### src/rtl/pack32_64_pkg.sv
// Shared definitions for the pack32_64 gearbox: state encoding, keep patterns
// and the default word width.
package pack32_64_pkg;

  localparam int DEF_DATA_W = 32;

  typedef enum logic [1:0] {
    S_EMPTY = 2'd0,
    S_HALF  = 2'd1,
    S_FULL  = 2'd2
  } state_t;

  localparam logic [1:0] KEEP_FIRST = 2'b01;
  localparam logic [1:0] KEEP_BOTH  = 2'b11;

endpackage

### src/rtl/pack32_64_place.sv
// Places the first and second word into the packed output, honouring which
// half the first word occupies.
module pack_place #(
  parameter int DATA_W = 32
) (
  input  logic                  first_low,
  input  logic [DATA_W-1:0]     first,
  input  logic [DATA_W-1:0]     second,
  output logic [2*DATA_W-1:0]   packed_word
);

  assign packed_word = first_low ? {second, first} : {first, second};

endmodule

### src/rtl/pack32_64.sv
// Two-to-one word gearbox: pairs consecutive DATA_W words into one 2*DATA_W
// word, with early flush of a lone word via in_last (missing half zeroed).
module pack32_64
  import pack32_64_pkg::*;
#(
  parameter int DATA_W    = DEF_DATA_W,
  parameter int FIRST_LOW = 1
) (
  input  logic                  clk,
  input  logic                  rst_n,
  input  logic [DATA_W-1:0]     in_data,
  input  logic                  in_valid,
  input  logic                  in_last,
  output logic                  in_ready,
  output logic [2*DATA_W-1:0]   out_data,
  output logic [1:0]            out_keep,
  output logic                  out_valid,
  input  logic                  out_ready
);

  state_t                state;
  logic [DATA_W-1:0]     hold_p0;
  logic [2*DATA_W-1:0]   lone_word;
  logic [2*DATA_W-1:0]   pair_word;
  logic [DATA_W-1:0]     zero_word;
  logic                  in_fire;
  logic                  out_fire;

  assign zero_word = '0;

  // in_ready depends only on state, out_ready and reset, never on in_valid.
  assign in_ready = rst_n & ((state != S_FULL) | out_ready);
  assign in_fire  = in_valid & in_ready;
  assign out_fire = out_valid & out_ready;

  pack_place #(.DATA_W(DATA_W)) u_place_lone (
    .first_low   (FIRST_LOW != 0),
    .first       (in_data),
    .second      (zero_word),
    .packed_word (lone_word)
  );

  pack_place #(.DATA_W(DATA_W)) u_place_pair (
    .first_low   (FIRST_LOW != 0),
    .first       (hold_p0),
    .second      (in_data),
    .packed_word (pair_word)
  );

  always_ff @(posedge clk) begin
    if (!rst_n) begin
      state     <= S_EMPTY;
      hold_p0   <= '0;
      out_data  <= '0;
      out_keep  <= 2'b00;
      out_valid <= 1'b0;
    end else begin
      unique case (state)
        S_EMPTY: begin
          if (in_fire) begin
            if (in_last) begin
              out_data  <= lone_word;
              out_keep  <= KEEP_FIRST;
              out_valid <= 1'b1;
              state     <= S_FULL;
            end else begin
              hold_p0 <= in_data;
              state   <= S_HALF;
            end
          end
        end
        S_HALF: begin
          if (in_fire) begin
            out_data  <= pair_word;
            out_keep  <= KEEP_BOTH;
            out_valid <= 1'b1;
            state     <= S_FULL;
          end
        end
        S_FULL: begin
          // in_fire here implies out_fire, so the new word starts a fresh group.
          if (out_fire) begin
            if (in_fire && in_last) begin
              out_data  <= lone_word;
              out_keep  <= KEEP_FIRST;
              out_valid <= 1'b1;
              state     <= S_FULL;
            end else if (in_fire) begin
              hold_p0   <= in_data;
              out_valid <= 1'b0;
              state     <= S_HALF;
            end else begin
              out_valid <= 1'b0;
              state     <= S_EMPTY;
            end
          end
        end
        default: begin
          out_valid <= 1'b0;
          state     <= S_EMPTY;
        end
      endcase
    end
  end

endmodule

### config.mk
export PLATFORM = sky130hd
export DESIGN_NAME = pack32_64
export DESIGN_NICKNAME = d
export VERILOG_FILES = /design/src/rtl/pack32_64_pkg.sv /design/src/rtl/pack32_64_place.sv /design/src/rtl/pack32_64.sv
export SDC_FILE = /design/constraint.sdc
export NUM_CORES = 1
export LEC_CHECK = 0
export ABC_AREA = 1
export CORE_UTILIZATION = 60
export DETAILED_ROUTE_END_ITERATION = 12
export DONT_BUFFER_PORTS = 1
export PLACE_DENSITY_LB_ADDON = 0.1
export SKIP_CTS_REPAIR_TIMING = 1
export SLEW_MARGIN = 20
export SYNTH_ARGS = -nofsm -noshare
export SYNTH_HDL_FRONTEND = slang
export SYNTH_HIERARCHICAL = 1
export SYNTH_SLANG_ARGS = --single-unit
### constraint.sdc
create_clock -name clk -period 2.8 [get_ports clk]
set_input_delay 0.56 -clock clk [delete_from_list [all_inputs] [get_ports clk]]
set_output_delay 0.56 -clock clk [all_outputs]
set_load 0.02 [all_outputs]
==> metrics.cfg <==
[synth]
yosys_warnings=6
synth_seq_area_share_pct=33.06
synth.avg_cell_area_um2=5.668
synthCells=1079
synth_top_area_cell=nand2_1
synth_top_area_share_pct=39.77
synthTopCellsByArea=nand2_1, dfxtp_1, a21oi_1
synth_seq_cells=101
synth_area_um2=6116
synthDistinctLibCells=19

[worst_setup_path]
crit_slowest_cell=buf_4
cp.required_ns=3.10
rr_worst_depth=6
r2r-end=out_data[45]$_SDFFE_PN0P_
timing.rr.start=state[0]$_SDFFE_PN0P_
crit_family=buffers and inverters
worst_ep_arrival_time_ns=2.51
rrSetupSlack_ns=0.59
critPathMaxFanout=64
critical_path_class=reg -> reg
endpoint=out_data[45]$_SDFFE_PN0P_
startpoint=state[0]$_SDFFE_PN0P_
cp_cell_sequence=nand2_2 -> inv_2 -> o21bai_4 -> buf_4 -> nand3_1 -> a21oi_1
critPathMaxStageDelay_ns=0.56
crit_buf_inv=2
crit_path_start_kind=flop
cp.depth=6
critPathCaptureType=flop

[routing]
route.detailed.drc=0
drtIter0Drc=357
vias=6200
routed_wl_um=15440
wire_per_inst_um=12.62
first_pass_iters=4
ant_nets=0
viasPerCell=5.065

[finish]
layout-drive-gt1-share_pct=3.116
areaGrowthSynthToFinish_pct=3.437
nNetsFinal=1123
insertedDiodeCount=0

[global_routing]
grt_use_met1_pct=37.34
grtUsageMet3_pct=6.102
grt-busiest-layer=met2
grt_pass1_wl_um=25100
grt_max_degree=67
antenna_found_initial=0
grt_usage_pct=29.82
gr-usage-met2_pct=51.44
overflow=0
grt_pass1_vias=5280

[power_and_ir_drop]
vdd_ir_drop_max_v=0.0002460
power.leakage_uw=0.003180
p_seq_share_pct=52.0
powerDensity_nw_per_um2=502.9
p_clk_share_pct=28.4
swShare_pct=33.94
combPwrFrac_pct=19.6
p_sw_uw=1080
internal_power_uw=2102

[timing]
skew_ns=0.01439
max_slew.worst_pin.slew_ns=0.7283
max_freq_mhz=452.5
max_slew_margin_pct=51.45
hold_violations=0
slew_violations=0
final.min_clock_period_ns=2.210
finalSetupTns_ns=0
whs_ns=0.3038
rsz0062_at_grt=no
finalCritPeriodShare_pct=78.92
timing.final.ws_setup_ns=0.5902
setup_violations=0

[cts]
clkSinkCount=101
root_buffer=clkbuf_8
cts_tree=built
path_clk_slew_ns=0.11
htree_levels=3
ctsLongestPathBuffers=2
worstSkewPairLatency_ns=0.38
numCtsBuffers=9

[die]
dieArea_um2=10600
start_util_pct=62.28
die_h_um=103.0
io_pins=105
fp.coreArea_um2=9819
die_x_um=103.0
rows=36

[place]
pre_cts_slack_ns=0.6197
place_hpwl_um=8695
port_buffers=0
place.gp.congestion=0.7684

[flow_run]
maxCapViolations=0

[run_status]
status=finished clean

[min_path]
hold_path.class=in -> reg

final cells by class:
cell class / count / area [um2]
multi-input cells: 955 / 3836
fillers: 1017 / 3493
flip-flops and latches: 101 / 2022
well taps: 133 / 166.4
clock buffers: 12 / 155.1
repair buffers: 8 / 72.57
inverters: 11 / 41.29
clock inverters: 4 / 32.53
logic make-up after synthesis:
group / count (synthesis) / synth area share, %
compound gates: 104 / 8.654
buf+inv: 89 / 8.654
flops: 101 / 33.06
other cells: 2 / 0.1228
simple gates: 783 / 49.51
worst min path at each step:
stage,start,to,slack [ns],cells past startpoint
2_1_floorplan,hold_p0[0]$_SDFFE_PN0P_,hold_p0[0]$_SDFFE_PN0P_,0.48,2
3_3_place_gp,hold_p0[16]$_SDFFE_PN0P_,hold_p0[16]$_SDFFE_PN0P_,0.49,2
3_5_place_dp,hold_p0[18]$_SDFFE_PN0P_,hold_p0[18]$_SDFFE_PN0P_,0.49,2
4_1_cts,rst_n,hold_p0[5]$_SDFFE_PN0P_,0.29,2
5_1_grt,rst_n,hold_p0[9]$_SDFFE_PN0P_,0.30,2
6_report,rst_n,hold_p0[5]$_SDFFE_PN0P_,0.30,2
registers in the layout (all words and copies together), names as in the netlist:
signal / count
out_data: 64
out_valid: 1
hold_p0: 32
state: 2
out_keep: 2
layout by cell type, fill, tap and decap left out, types with 2 or more instances in the layout:
master,instances
buf_4,7
nor2_1,66
clkinv_4,2
dfxtp_1,101
inv_2,7
nand2_2,2
a21oi_1,69
conb_1,68
o21ai_0,32
inv_1,4
clkbuf_8,11
nand3_1,67
nand2_1,646
clkinvlp_4,2
nand4_1,2
synth_stat cells:
cell type / count
o21ai_0: 32
conb_1: 2
nor2_1: 66
a21boi_2: 1
buf_4: 10
buf_2: 30
nand2_1: 648
clkbuf_8: 12
a21oi_1: 69
inv_1: 4
dfxtp_1: 101
o21ai_1: 1
buf_1: 2
o21bai_1: 1
clkinv_1: 1
clkbuf_1: 24
inv_2: 6
nand3_1: 67
nand4_1: 2
power groups by stage:
stage / Clock, uW / Sequential, uW / Combinational (uW)
2_1_floorplan: 0 / 1670 / 555
3_3_place_gp: 0 / 1690 / 583
3_5_place_dp: 0 / 1690 / 592
4_1_cts: 923 / 1660 / 593
5_1_grt: 974 / 1670 / 722
6_report: 903 / 1650 / 624
layer usage:
metal,vias up,share of wire (%)
met2,163,47
met4,0,0.92
li1,3287,-
met3,11,6.8
met5,-,0
met1,2739,45
per-stage QoR:
step / total power, uW / utilization (%) / instances / area, um2
2_1_floorplan: 2227 / - / 1145 / 6364
3_3_place_gp: 2271 / 62.51 / 1208 / 6138
3_5_place_dp: 2280 / 62.51 / 1208 / 6138
4_1_cts: 3171 / 64.42 / 1224 / 6326
5_1_grt: 3363 / 64.42 / 1224 / 6326
6_report: 3182 / 64.42 / 1224 / 6326
Power figures use the tool's default switching activity.
